## config.mk

```make
export PLATFORM = sky130hd
export DESIGN_NAME = iob_ahb2iob
export DESIGN_NICKNAME = d
export VERILOG_FILES = /design/src/rtl/iob_ahb2iob_pkg.sv /design/src/rtl/iob_ahb2iob.sv
export SDC_FILE = /design/constraint.sdc
export NUM_CORES = 1
export LEC_CHECK = 0
export CAP_MARGIN = 20
export CORE_MARGIN = 8
export CORE_UTILIZATION = 35
export CTS_CLUSTER_SIZE = 30
export DETAILED_ROUTE_END_ITERATION = 8
export PLACE_DENSITY_LB_ADDON = 0.12
export SKIP_LAST_GASP = 1
export SYNTH_ARGS = -nofsm -noshare
export SYNTH_HDL_FRONTEND = slang
export SYNTH_SLANG_ARGS = --single-unit
```

## constraint.sdc

```tcl
create_clock -name clk_i -period 2.3 [get_ports clk_i]
set_input_delay 0.69 -clock clk_i [delete_from_list [all_inputs] [get_ports clk_i]]
set_output_delay 0.69 -clock clk_i [all_outputs]
set_load 0.01 [all_outputs]
```

## src/rtl/iob_ahb2iob_pkg.sv

```systemverilog
// rtl/iob_ahb2iob_pkg.sv - shared AHB codes and bridge FSM state encodings
package iob_ahb2iob_pkg;

  // HTRANS codes
  localparam logic [1:0] HTRANS_IDLE   = 2'd0;
  localparam logic [1:0] HTRANS_BUSY   = 2'd1;
  localparam logic [1:0] HTRANS_NONSEQ = 2'd2;
  localparam logic [1:0] HTRANS_SEQ    = 2'd3;

  // HRESP codes
  localparam logic HRESP_OKAY  = 1'b0;
  localparam logic HRESP_ERROR = 1'b1;

  // Bridge FSM states
  localparam logic [2:0] ST_IDLE    = 3'd0;
  localparam logic [2:0] ST_WR_REQ  = 3'd1;
  localparam logic [2:0] ST_RD_REQ  = 3'd2;
  localparam logic [2:0] ST_RD_DATA = 3'd3;
  localparam logic [2:0] ST_ERR1    = 3'd4;
  localparam logic [2:0] ST_ERR2    = 3'd5;

  // Largest legal HSIZE for a bus of the given width (log2 of bytes per beat)
  function automatic logic [2:0] max_hsize(input int data_width);
    return 3'($clog2(data_width / 8));
  endfunction

endpackage

```

## src/rtl/iob_ahb2iob.sv

```systemverilog
// rtl/iob_ahb2iob.sv - AHB-Lite subordinate to IOb-native manager bridge
module iob_ahb2iob
  import iob_ahb2iob_pkg::*;
#(
  parameter int ADDR_WIDTH = 10,
  parameter int DATA_WIDTH = 32
) (
  input  logic                    clk_i,
  input  logic                    cke_i,
  input  logic                    arst_i,
  input  logic [ADDR_WIDTH-1:0]   s_ahb_addr_i,
  input  logic [2:0]              s_ahb_burst_i,
  input  logic                    s_ahb_mastlock_i,
  input  logic [3:0]              s_ahb_prot_i,
  input  logic [2:0]              s_ahb_size_i,
  input  logic [1:0]              s_ahb_trans_i,
  input  logic [DATA_WIDTH-1:0]   s_ahb_wdata_i,
  input  logic [DATA_WIDTH/8-1:0] s_ahb_wstrb_i,
  input  logic                    s_ahb_write_i,
  input  logic                    s_ahb_sel_i,
  output logic [DATA_WIDTH-1:0]   s_ahb_rdata_o,
  output logic                    s_ahb_readyout_o,
  output logic                    s_ahb_resp_o,
  output logic                    iob_valid_o,
  output logic [ADDR_WIDTH-1:0]   iob_addr_o,
  output logic [DATA_WIDTH-1:0]   iob_wdata_o,
  output logic [DATA_WIDTH/8-1:0] iob_wstrb_o,
  input  logic                    iob_ready_i,
  input  logic                    iob_rvalid_i,
  input  logic [DATA_WIDTH-1:0]   iob_rdata_i,
  output logic                    iob_rready_o
);

  localparam logic [2:0] MAX_SIZE = max_hsize(DATA_WIDTH);

  logic [2:0]            state_q;
  logic [2:0]            state_d;
  logic [ADDR_WIDTH-1:0] addr_q;
  logic                  write_q;
  logic [2:0]            size_q;
  logic [DATA_WIDTH-1:0] rdata_q;
  logic                  readyout;
  logic                  accept;
  logic                  rd_done;

  // HREADYOUT: the data phase ends as soon as the IOb side finishes, same cycle
  always_comb begin
    readyout = 1'b1;
    case (state_q)
      ST_WR_REQ:  readyout = iob_ready_i;
      ST_RD_REQ:  readyout = 1'b0;
      ST_RD_DATA: readyout = iob_rvalid_i;
      ST_ERR1:    readyout = 1'b0;
      default:    readyout = 1'b1;
    endcase
  end

  assign accept  = s_ahb_sel_i & s_ahb_trans_i[1] & readyout;
  assign rd_done = (state_q == ST_RD_DATA) & iob_rvalid_i;

  // Next state: a completing data phase may start the next access directly
  always_comb begin
    state_d = state_q;
    if (readyout) begin
      if (accept) begin
        if (s_ahb_size_i > MAX_SIZE) begin
          state_d = ST_ERR1;
        end else if (s_ahb_write_i) begin
          state_d = ST_WR_REQ;
        end else begin
          state_d = ST_RD_REQ;
        end
      end else begin
        state_d = ST_IDLE;
      end
    end else begin
      case (state_q)
        ST_RD_REQ: if (iob_ready_i) state_d = ST_RD_DATA;
        ST_ERR1:   state_d = ST_ERR2;
        default:   state_d = state_q;
      endcase
    end
  end

  // State, address-phase capture and read-data hold register
  always_ff @(posedge clk_i or posedge arst_i) begin
    if (arst_i) begin
      state_q <= ST_IDLE;
      addr_q  <= '0;
      write_q <= 1'b0;
      size_q  <= '0;
      rdata_q <= '0;
    end else if (cke_i) begin
      state_q <= state_d;
      if (accept) begin
        addr_q  <= s_ahb_addr_i;
        write_q <= s_ahb_write_i;
        size_q  <= s_ahb_size_i;
      end
      if (rd_done) begin
        rdata_q <= iob_rdata_i;
      end
    end
  end

  // Read data passes through on completion so HRDATA is valid with HREADYOUT
  assign s_ahb_rdata_o    = rd_done ? iob_rdata_i : rdata_q;
  assign s_ahb_readyout_o = readyout;
  assign s_ahb_resp_o     = ((state_q == ST_ERR1) || (state_q == ST_ERR2)) ? HRESP_ERROR : HRESP_OKAY;

  assign iob_valid_o  = (state_q == ST_WR_REQ) || (state_q == ST_RD_REQ);
  assign iob_addr_o   = addr_q;
  assign iob_wdata_o  = s_ahb_wdata_i;
  assign iob_wstrb_o  = (state_q == ST_WR_REQ) ? s_ahb_wstrb_i : '0;
  assign iob_rready_o = (state_q == ST_RD_REQ) || (state_q == ST_RD_DATA);

  // Burst, lock and protection are not meaningful to a single-beat IOb access
  logic unused_inputs;
  assign unused_inputs = ^{s_ahb_burst_i, s_ahb_mastlock_i, s_ahb_prot_i,
                           s_ahb_trans_i[0], write_q, size_q};

endmodule

```

After elaboration in Yosys (flattened, before gate mapping)
Cells that the tools add are included.
W data, S select, Z words.
- input port bits: 98
- output and inout bits: 82
- flip-flop bits (word level): 45
- logic and storage cells: 30
- reductions and logical operators: 7
- muxes and demuxes: 10
- equal/unequal tests: 6
- bitwise gates (word level): 3
- magnitude comparators: 1
- operators with widths (cell ; number):
    $mux W32 ; 1
    $mux W3 ; 4
    $eq A3 B2 Y1 const B ; 2
    $eq A3 B3 Y1 const B ; 2
    $pmux W3 S2 ; 1
    $mux W4 ; 1
    $and A1 B1 Y1 ; 3
    $eq A3 B1 Y1 const B ; 1
    $gt A3 B2 Y1 const B ; 1
    $logic_or A1 B1 Y1 ; 3
    $ne A3 B3 Y1 const B ; 1
    $pmux W1 S3 ; 1
    $reduce_and A3 Y1 ; 1
    $reduce_bool A3 Y1 ; 1
    $mux W2 ; 1
    $reduce_and A2 Y1 ; 1
    $reduce_or A2 Y1 ; 1
    $mux W1 ; 1

Logic depth before layout (Yosys ltp)
Gate-level depths: netlist (run 1).
- word-level depth: 6
- depth in mapped cells: 6
- gate-level depth less buffers: 4

Worst setup path after synthesis (run 1)
Ideal clock, no wire load.
- path type: register to output
- start: register state_q[2]
- end: output port s_ahb_rdata_o[12]
- cell stages (with the launch flop): 6
- arrival: 1.485 ns
- path slack: 0.125 ns
- cells stage by stage: dfrtp_1 > buf_2 > nor2b_2 > nand3_1 > buf_2 > mux2_1
- cells in the longest elaborated chain, start to end: 3
- ends and longest elaborated chain (item ; line ; text):
    from (decl) ; iob_ahb2iob.sv:36 ; logic [2:0] state_q;
    from (signal assigned) ; iob_ahb2iob.sv:94 ; state_q <= state_d;
    $eq A3 B2 Y1 ; iob_ahb2iob.sv:59 ; assign rd_done = (state_q == ST_RD_DATA) & iob_rvalid_i;
    $and A1 B1 Y1 ; iob_ahb2iob.sv:59 ;
    $mux W32 ; - ;
    to (decl) ; iob_ahb2iob.sv:21 ; output logic [DATA_WIDTH-1:0] s_ahb_rdata_o,
No other way between the ends.

Worst setup path after layout (run 1)
- start: register state_q[2]
- end: output port s_ahb_rdata_o[21]
Same word-level chain as after synthesis.

==> impl_metrics.env, run 1 <==
export IMPL_place_congestion=0.747
export IMPL_slew_headroom_pct=71.2
export IMPL_cap_violations=0
export IMPL_postRouteAntennaNets=0
export IMPL_utilization_pct=55.9
export IMPL_path_max_fanout=5
export IMPL_n_antenna_cell=0
export IMPL_syn_num_nets=293
export IMPL_critical_path_class="reg -> out"
export IMPL_synthToLayoutAreaGrowth_pct=57.3
export IMPL_multiInputGateArea_sq_mm=0.00117
export IMPL_switching_power_mw=1.58
export IMPL_synthDistinctLibCells=29
export IMPL_holdBufCountCts=0
export IMPL_tightest_slew_ns=0.432
export IMPL_setup_worst_path_end_class="output pin"
export IMPL_power_frac_seq_pct=27.1
export IMPL_cts_inserted_buffers=5
export IMPL_place_ws_ns=-0.760
export IMPL_r2r_start="state_q[2]"
export IMPL_start_util_pct=35.6
export IMPL_whs_ns=0.506
export IMPL_nets=394
export IMPL_p_sw_share_pct=30.9
export IMPL_arrival_ns=1.75
export IMPL_fin_crit_sh_pct=106
export IMPL_r2r_end="iob_addr_o[9]"
export IMPL_ioPinCount=180
export IMPL_worstPathRequired_ns=1.61
export IMPL_drtIter0Drc=60
export IMPL_placed_area_sq_mm=0.00358
export IMPL_clockPowerShare_pct=12.0
export IMPL_power_density_mw_per_mm2=1280
export IMPL_drc_errors=0
export IMPL_root_buffer="clkbuf_8"
export IMPL_vias_per_cell=4.61
export IMPL_clock_sinks=45
export IMPL_synthFlopType="dfrtp_1"
export IMPL_grt_ovfl_total=0
export IMPL_portBuffers=106
export IMPL_crit_path_end="s_ahb_rdata_o[21]"
export IMPL_totalNegativeSetupSlack_ns=-2.59
export IMPL_dp_cells=375
export IMPL_cts_max_level=2
export IMPL_ys_warn_count=0
export IMPL_seq_area_frac_synth_pct=44.4
export IMPL_fp_dieH_um=101
export IMPL_slew_viol_final=0
export IMPL_core_sq_mm=0.00714
export IMPL_fin_skew_ns=0.00431
export IMPL_design_die_area_sq_mm=0.0102
export IMPL_first_global_vias=2047
export IMPL_register_area_sq_mm=0.00113
export IMPL_totalWireLength_mm=7.00
export IMPL_synth_area_leaders="dfrtp_1 (44%), mux2_2 (26%), buf_4 (9.5%), mux2_4 (5.3%), mux2_1 (3.6%)"
export IMPL_cts_buffer_depth=2
export IMPL_setup_viol=32
export IMPL_grt_max_degree=33
export IMPL_p_leak_nw=1.82
export IMPL_yosysTopAreaCellShare_pct=44.4
export IMPL_grt_use_total_pct=13.3
export IMPL_async_reset_ff_share_pct=100
export IMPL_status="complete, but fails checks"
export IMPL_synth_edff_count=0
export IMPL_hold_class="reg -> reg"
export IMPL_ff2ff_setup_slack_ns=0.23
export IMPL_power_internal_mw=3.54
export IMPL_r2r_cells=7
export IMPL_post_route_min_period_ns=2.44
export IMPL_antenna_found_initial=0
export IMPL_ir_worst_vdd_mv=0.658
export IMPL_violations="negative setup slack"
export IMPL_rsz0062_at_grt="true"
export IMPL_hpwl_mm=5.04
export IMPL_post_synth_top_area_cell="dfrtp_1"
export IMPL_netlist_area_sq_mm=0.00254
export IMPL_cts_tree="yes"
export IMPL_n_fill_cell=648
export IMPL_hold_violations=0
export IMPL_instances_no_fill=396
export IMPL_synth_most_common_cell="mux2_2"
export IMPL_clk_pin_slew_ns=0.08
export IMPL_cp_start_kind="register"
export IMPL_synth_commonest_cells="mux2_2 (58), dfrtp_1 (45), buf_4 (32)"
export IMPL_syn_instance_count=195
export IMPL_core_rowCount=31
export IMPL_grt_pass1_wl_mm=10.9
export IMPL_drive_above_1_share_pct=50.2
export IMPL_drt_pass1_iterations=4
export IMPL_layout_setup_ws_ns=-0.140
export IMPL_critical_path_startpoint="state_q[2]"
export IMPL_fmax_ghz=0.410
export IMPL_dr_total_vias=1827
export IMPL_finalPower_mw=5.12
export IMPL_pwr_share_comb_pct=60.8
export IMPL_avgSynthCellArea_sq_um=13.0
export IMPL_ys_seq_elements=45
export IMPL_design_area_sq_mm=0.00399
export IMPL_wl_per_cell_um=17.7
export IMPL_clock_latency_ns=0.29
export IMPL_die_w_um=101
worst min path at each step:
stage                     start          end  slack [ns]  cells after the start
finish               rdata_q[6]   rdata_q[6]        0.51                      1
global route        rdata_q[25]  rdata_q[25]        0.52                      1
CTS                  rdata_q[6]   rdata_q[6]        0.50                      1
detailed placement   rdata_q[6]   rdata_q[6]        0.48                      1
global placement     rdata_q[6]   rdata_q[6]        0.47                      1
floorplan            rdata_q[6]   rdata_q[6]        0.46                      1
final cells by class:
type                       instances  area share [%]
tap                               99            3.10
inverter                           3           0.282
sequential                        45            28.2
clock inverter                     1           0.752
timing repair buffer             136            36.2
multi-input combinational        105            29.2
clock buffer                       7            2.16
registers in the layout, summed over array words and instances, names as in the netlist:
signal,cells
rdata_q,32
iob_addr_o,10
state_q,3
logic make-up (layout without fill, tap and decap cells):
group	Yosys count	in the layout	share of synthesized area, %
multiplexers	75	75	34.6
flip-flops	45	45	44.4
buffers and inverters	45	147	12.7
AND/OR/NAND/NOR	19	19	5.33
AO/OA/AOI/OAI	9	9	2.27
XOR/XNOR	2	2	0.690
per-layer routing:
metal  global-route usage, %  share of wire, %  vias up  wire [um]
li1                        -                 -      853          -
met1                    14.6                38      869       2690
met2                    22.9                49       93       3440
met3                    5.64                11       12        781
met4                    3.44               1.2        0         87
met5                    1.02                 0        -          0
repair_timing:
item / 4_1_cts / 5_1_grt
resized for setup: 175 / 25
pin swaps: 3 / 2
gates cloned: 3 / 0
hold endpoints to repair: 0 / 0
endpoints found under the setup margin: 38 / 35
setup buffers: 7 / 5
power groups by stage:
stage	registers, mW	clock network [mW]	logic, mW
after floorplan	1.38	0	1.40
after global placement	1.38	0	2.68
after detailed placement	1.38	0	2.69
after CTS	1.38	0.645	3.01
after global routing	1.44	0.675	3.33
final	1.39	0.617	3.12
worst max-delay path, stage by stage, from the launching register on:
cell and delay [ns]:
dfrtp_1 0.42, nor2b_4 0.15, nand3_4 0.08, buf_4 0.15, buf_12 0.13, buf_12 0.12, mux2_4 0.29, buf_6 0.12
cells in the final DEF (no fill, tap or decap), types with 2 or more instances in the layout:
| cell type | n |
|---|---|
| clkdlybuf4s50_1 | 64 |
| mux2_2 | 53 |
| dfrtp_1 | 45 |
| buf_6 | 34 |
| mux2_4 | 18 |
| buf_4 | 18 |
| buf_12 | 7 |
| clkbuf_8 | 6 |
| dlygate4sd2_1 | 6 |
| and2_1 | 5 |
| a21oi_1 | 5 |
| mux2_1 | 4 |
| nand4_1 | 2 |
| inv_1 | 2 |
| nor3b_1 | 2 |
| buf_16 | 2 |
| buf_2 | 2 |
| dlymetal6s2s_1 | 2 |
Note: power is estimated with default switching activity, not from simulation.
==> run 2, diff against run 1 <==
--- a/config.mk
+++ b/config.mk
@@ -10,6 +10,7 @@
 export CORE_UTILIZATION = 35
 export CTS_CLUSTER_SIZE = 30
 export DETAILED_ROUTE_END_ITERATION = 8
+export MAX_ROUTING_LAYER = met4
 export PLACE_DENSITY_LB_ADDON = 0.12
 export SKIP_LAST_GASP = 1
 export SYNTH_ARGS = -nofsm -noshare
==> run 2 against run 1 <==
Net effect:
- wire length up 0.19%
- fmax is essentially flat
- global-route usage grew 0.39 points
- flip-flop and latch count stayed put
- register-to-register slack barely moved
- via count did not move
- the run still ends with negative setup slack left
==> impl_metrics.env, run 2 (synthesis results as in run 1) <==
export IMPL_violations="negative setup slack"
export IMPL_path_max_fanout=5
export IMPL_dp_cells=375
export IMPL_setup_viol=32
export IMPL_slew_headroom_pct=71.2
export IMPL_wl_per_cell_um=17.7
export IMPL_layout_setup_ws_ns=-0.139
export IMPL_met1_usage_pct=15.3
export IMPL_fin_crit_sh_pct=106
export IMPL_ioPinCount=180
export IMPL_critical_path_class="reg -> out"
export IMPL_drtIter0Drc=50
export IMPL_layout_common_cells="clkdlybuf4s50_1 (64), mux2_2 (53), dfrtp_1 (45)"
export IMPL_die_w_um=101
export IMPL_totalWireLength_mm=7.01
export IMPL_post_route_min_period_ns=2.44
export IMPL_synthToLayoutAreaGrowth_pct=57.5
export IMPL_clk_pin_slew_ns=0.09
export IMPL_status="complete, but fails checks"
export IMPL_place_congestion=0.756
export IMPL_power_density_mw_per_mm2=1290
export IMPL_ir_worst_vdd_mv=0.660
export IMPL_design_die_area_sq_mm=0.0102
export IMPL_cap_violations=0
export IMPL_antenna_found_initial=0
export IMPL_slew_viol_final=0
export IMPL_fmax_ghz=0.410
export IMPL_clock_sinks=45
export IMPL_largest_register="rdata_q"
export IMPL_p_leak_nw=1.82
export IMPL_first_global_vias=2048
export IMPL_grt_pass1_wl_mm=10.8
export IMPL_fp_dieH_um=101
export IMPL_final_common_cell="clkdlybuf4s50_1"
export IMPL_vias_per_cell=4.61
export IMPL_nets=394
export IMPL_cts_buffer_depth=2
export IMPL_setup_worst_path_end_class="output pin"
export IMPL_use_met2_pct=23.0
export IMPL_cts_tree="yes"
export IMPL_portBuffers=106
export IMPL_rsz0062_at_grt="true"
export IMPL_grt_ovfl_total=0
export IMPL_hold_class="reg -> reg"
export IMPL_drt_pass1_iterations=4
export IMPL_hpwl_mm=5.04
export IMPL_drive_above_1_share_pct=50.2
export IMPL_worstPathRequired_ns=1.61
export IMPL_hold_violations=0
export IMPL_core_rowCount=31
export IMPL_cts_inserted_buffers=5
export IMPL_grt_use_met3_pct=4.67
export IMPL_fin_skew_ns=0.00679
export IMPL_clock_latency_ns=0.29
export IMPL_whs_ns=0.507
export IMPL_instances_no_fill=396
export IMPL_finalPower_mw=5.14
export IMPL_drc_errors=0
export IMPL_n_antenna_cell=0
export IMPL_grt_max_degree=33
export IMPL_ff2ff_setup_slack_ns=0.23
export IMPL_tightest_slew_ns=0.432
export IMPL_core_sq_mm=0.00714
export IMPL_totalNegativeSetupSlack_ns=-2.58
export IMPL_cp_start_kind="register"
export IMPL_postRouteAntennaNets=0
export IMPL_start_util_pct=35.6
export IMPL_grt_use_total_pct=13.7
export IMPL_busiest_layer="met2"
export IMPL_arrival_ns=1.75
export IMPL_root_buffer="clkbuf_8"
export IMPL_dr_total_vias=1827
export IMPL_cts_max_level=2
export IMPL_largest_reg_flops=32
-- run 2: cell counts in the layout (fill, tap and decap cells not counted) --
Identical to the previous run, type by type.
-- run 2: timing repair --
action                     CTS  global route
pin swaps                    3             2
setup buffers                7             5
gates resized for setup    175            25
cloned                       3             0
hold endpoints to repair     0             0
setup endpoints to repair   38            35
hold buffers                 0             0
-- run 2: layout make-up --
class	instances	area [sq um]
inverters	3	11.3
multi-input cells	105	1170
well taps	99	124
clock inverters	1	30.0
repair buffers	136	1450
flip-flops and latches	45	1130
fillers	646	3140
clock buffers	7	86.3
-- run 2: routing by layer --
layer	vias up	part of all wire (%)
met2	95	49
li1	853	-
met5	-	0
met3	10	10
met4	0	0.98
met1	869	40
-- run 2: worst max-delay path, stage by stage (launching register included) --
cell,delay (ns)
dfrtp_1,0.42
nor2b_4,0.15
nand3_4,0.08
buf_4,0.15
buf_12,0.13
buf_12,0.12
mux2_4,0.29
buf_6,0.12
-- run 2: worst paths after layout --
path	start	to	cells after the start
setup / recovery	state_q[2]	s_ahb_rdata_o[21]	7
hold / removal	rdata_q[8]	rdata_q[8]	1
setup reg to reg	state_q[2]	iob_addr_o[9]	7
hold reg to reg	rdata_q[8]	rdata_q[8]	1
max in group asynchronous	arst_i	rdata_q[10]	3
min in group asynchronous	arst_i	iob_addr_o[8]	2
-- run 2: through the flow --
step | instance area, sq um | util [%] | setup slack (ns)
3_3_place_gp | 3580 | 50.1 | -0.738
4_1_cts | 3910 | 54.8 | -0.215
3_5_place_dp | 3580 | 50.1 | -0.760
6_report | 4000 | 56.0 | -0.139
5_1_grt | 4000 | 56.0 | -0.202
2_1_floorplan | 2540 | - | 0.125
-- run 2: power breakdown --
| part | internal (mW) | switching [mW] |
|---|---|---|
| combinational | 2.01 | 1.12 |
| clock | 0.355 | 0.264 |
| sequential | 1.19 | 0.202 |
==> run 3, diff against run 2 <==
--- a/config.mk
+++ b/config.mk
@@ -7,9 +7,10 @@
 export LEC_CHECK = 0
 export CAP_MARGIN = 20
 export CORE_MARGIN = 8
-export CORE_UTILIZATION = 35
+export CORE_UTILIZATION = 55
 export CTS_CLUSTER_SIZE = 30
 export DETAILED_ROUTE_END_ITERATION = 8
+export DONT_BUFFER_PORTS = 1
 export MAX_ROUTING_LAYER = met4
 export PLACE_DENSITY_LB_ADDON = 0.12
 export SKIP_LAST_GASP = 1
==> run 3 against run 2 <==
Net effect:
- the flow now finishes without violations
- via count down 24%
- wire length down 20%
- cell count down 44%
- global-route usage up 1.3 points
- clock skew down 0.0031 ns
- first-iteration DRC count down 16%
- clock power down 0.8%
- cell area down 37%
- utilization up 1.2 points
==> impl_metrics.env, run 3 (synthesis results as in run 1) <==
export IMPL_portBuffers=0
export IMPL_ioPinCount=180
export IMPL_place_ws_ns=0.165
export IMPL_hpwl_mm=4.24
export IMPL_totalWireLength_mm=5.59
export IMPL_grt_use_met3_pct=8.40
export IMPL_cp_start_kind="register"
export IMPL_grt_max_degree=46
export IMPL_power_density_mw_per_mm2=1450
export IMPL_dr_total_vias=1387
export IMPL_place_congestion=0.828
export IMPL_cp_cell_sequence="nor2b_2, nand3_4, buf_12, mux2_1"
export IMPL_post_cts_buffers=0
export IMPL_root_buffer="clkbuf_8"
export IMPL_cp_slowest_cell="dfrtp_1"
export IMPL_fin_crit_sh_pct=99.0
export IMPL_totalNegativeSetupSlack_ns=0
export IMPL_holdBufCountCts=0
export IMPL_cap_violations=0
export IMPL_power_internal_mw=2.38
export IMPL_slew_viol_final=0
export IMPL_postRouteAntennaNets=0
export IMPL_placed_area_sq_mm=0.00236
export IMPL_use_met2_pct=22.7
export IMPL_slew_headroom_pct=63.3
export IMPL_status="complete, no violations"
export IMPL_n_antenna_cell=0
export IMPL_clk_pin_slew_ns=0.08
export IMPL_design_area_sq_mm=0.00252
export IMPL_post_cts_resized=0
export IMPL_synthToLayoutAreaGrowth_pct=-0.493
export IMPL_cp_top_family="flip-flops"
export IMPL_fmax_ghz=0.439
export IMPL_hold_class="in -> async"
export IMPL_p_leak_nw=1.09
export IMPL_fin_skew_ns=0.00368
export IMPL_drc_errors=0
export IMPL_busiest_layer="met2"
export IMPL_crit_path_max_incr_delay_ns=0.40
export IMPL_final_common_cell="mux2_2"
export IMPL_layout_common_cells="mux2_2 (61), dfrtp_1 (45), mux2_4 (9)"
export IMPL_drive_above_1_share_pct=54.7
export IMPL_n_fill_cell=370
export IMPL_ff2ff_setup_slack_ns=0.28
export IMPL_pwr_share_comb_pct=43.4
export IMPL_switching_power_mw=1.27
export IMPL_wl_per_cell_um=25.2
export IMPL_largest_reg_flops=32
export IMPL_cts_max_level=2
export IMPL_first_global_vias=1500
export IMPL_nets=267
export IMPL_die_w_um=83.9
export IMPL_vias_per_cell=6.25
export IMPL_setup_worst_path_end_class="output pin"
export IMPL_drtIter0Drc=42
export IMPL_clock_sinks=45
export IMPL_path_max_fanout=16
export IMPL_clock_latency_ns=0.29
export IMPL_start_util_pct=57.5
export IMPL_critical_path_class="reg -> out"
export IMPL_arrival_ns=1.59
export IMPL_core_sq_mm=0.00441
export IMPL_antenna_found_initial=0
export IMPL_layout_setup_ws_ns=0.0225
export IMPL_design_die_area_sq_mm=0.00704
export IMPL_grt_use_total_pct=15.0
export IMPL_post_route_min_period_ns=2.28
export IMPL_worstPathRequired_ns=1.61
export IMPL_largest_register="rdata_q"
export IMPL_clockPowerShare_pct=16.8
export IMPL_fp_dieH_um=83.9
export IMPL_cts_tree="yes"
export IMPL_cp_buffers_inverters=1
export IMPL_p_sw_share_pct=34.8
export IMPL_tightest_slew_ns=0.551
export IMPL_rsz0062_at_grt="true"
export IMPL_grt_ovfl_total=0
export IMPL_drt_pass1_iterations=4
export IMPL_cts_buffer_depth=2
export IMPL_cts_inserted_buffers=5
export IMPL_power_frac_seq_pct=39.8
export IMPL_hold_violations=0
export IMPL_setup_viol=0
export IMPL_met1_usage_pct=15.3
export IMPL_ir_worst_vdd_mv=0.640
export IMPL_core_rowCount=24
export IMPL_grt_pass1_wl_mm=8.32
-- run 3: path summary, 6_finish.rpt --
kind | end | start | cells after the start
min reg2reg | rdata_q[6] | rdata_q[6] | 1
min in group clk_i | rdata_q[6] | rdata_q[6] | 1
min | iob_addr_o[7] | arst_i | 2
max | s_ahb_rdata_o[14] | state_q[2] | 4
max reg2reg | iob_addr_o[9] | state_q[2] | 5
max in group asynchronous | rdata_q[6] | arst_i | 2
-- run 3: power by group through the flow --
| stage | logic, mW | clock network, mW | registers [mW] |
|---|---|---|---|
| after floorplan | 1.40 | 0 | 1.38 |
| after global placement | 1.51 | 0 | 1.44 |
| after detailed placement | 1.55 | 0 | 1.46 |
| after CTS | 1.55 | 0.630 | 1.45 |
| after global routing | 1.70 | 0.659 | 1.51 |
| final | 1.58 | 0.614 | 1.45 |
-- run 3: through the flow --
step / std cells / power, mW / hold slack (ns) / utilization [%]
after global routing: 222 / 3.87 / 0.458 / 57.2
after CTS: 220 / 3.63 / 0.428 / 56.1
after detailed placement: 212 / 3.01 / 0.477 / 53.4
after floorplan: 195 / 2.77 / 0.459 / -
after global placement: 212 / 2.95 / 0.471 / 53.4
final: 222 / 3.65 / 0.411 / 57.2
-- run 3: cell type report --
class	count	area, sq um	area share [%]
Clock buffer	6	82.6	3.27
Clock inverter	2	37.5	1.49
Inverter	3	11.3	0.446
Multi-Input combinational cell	105	1100	43.6
Sequential cell	45	1130	44.6
Tap cell	52	65.1	2.58
Timing Repair Buffer	9	101	4.01
-- run 3: metal layers --
| metal | wire length (um) | vias to the layer above | part of all wire, % |
|---|---|---|---|
| met3 | 733 | 30 | 13 |
| met2 | 2670 | 92 | 48 |
| li1 | - | 600 | - |
| met1 | 2020 | 665 | 36 |
| met4 | 162 | 0 | 2.9 |
| met5 | 0 | - | 0 |
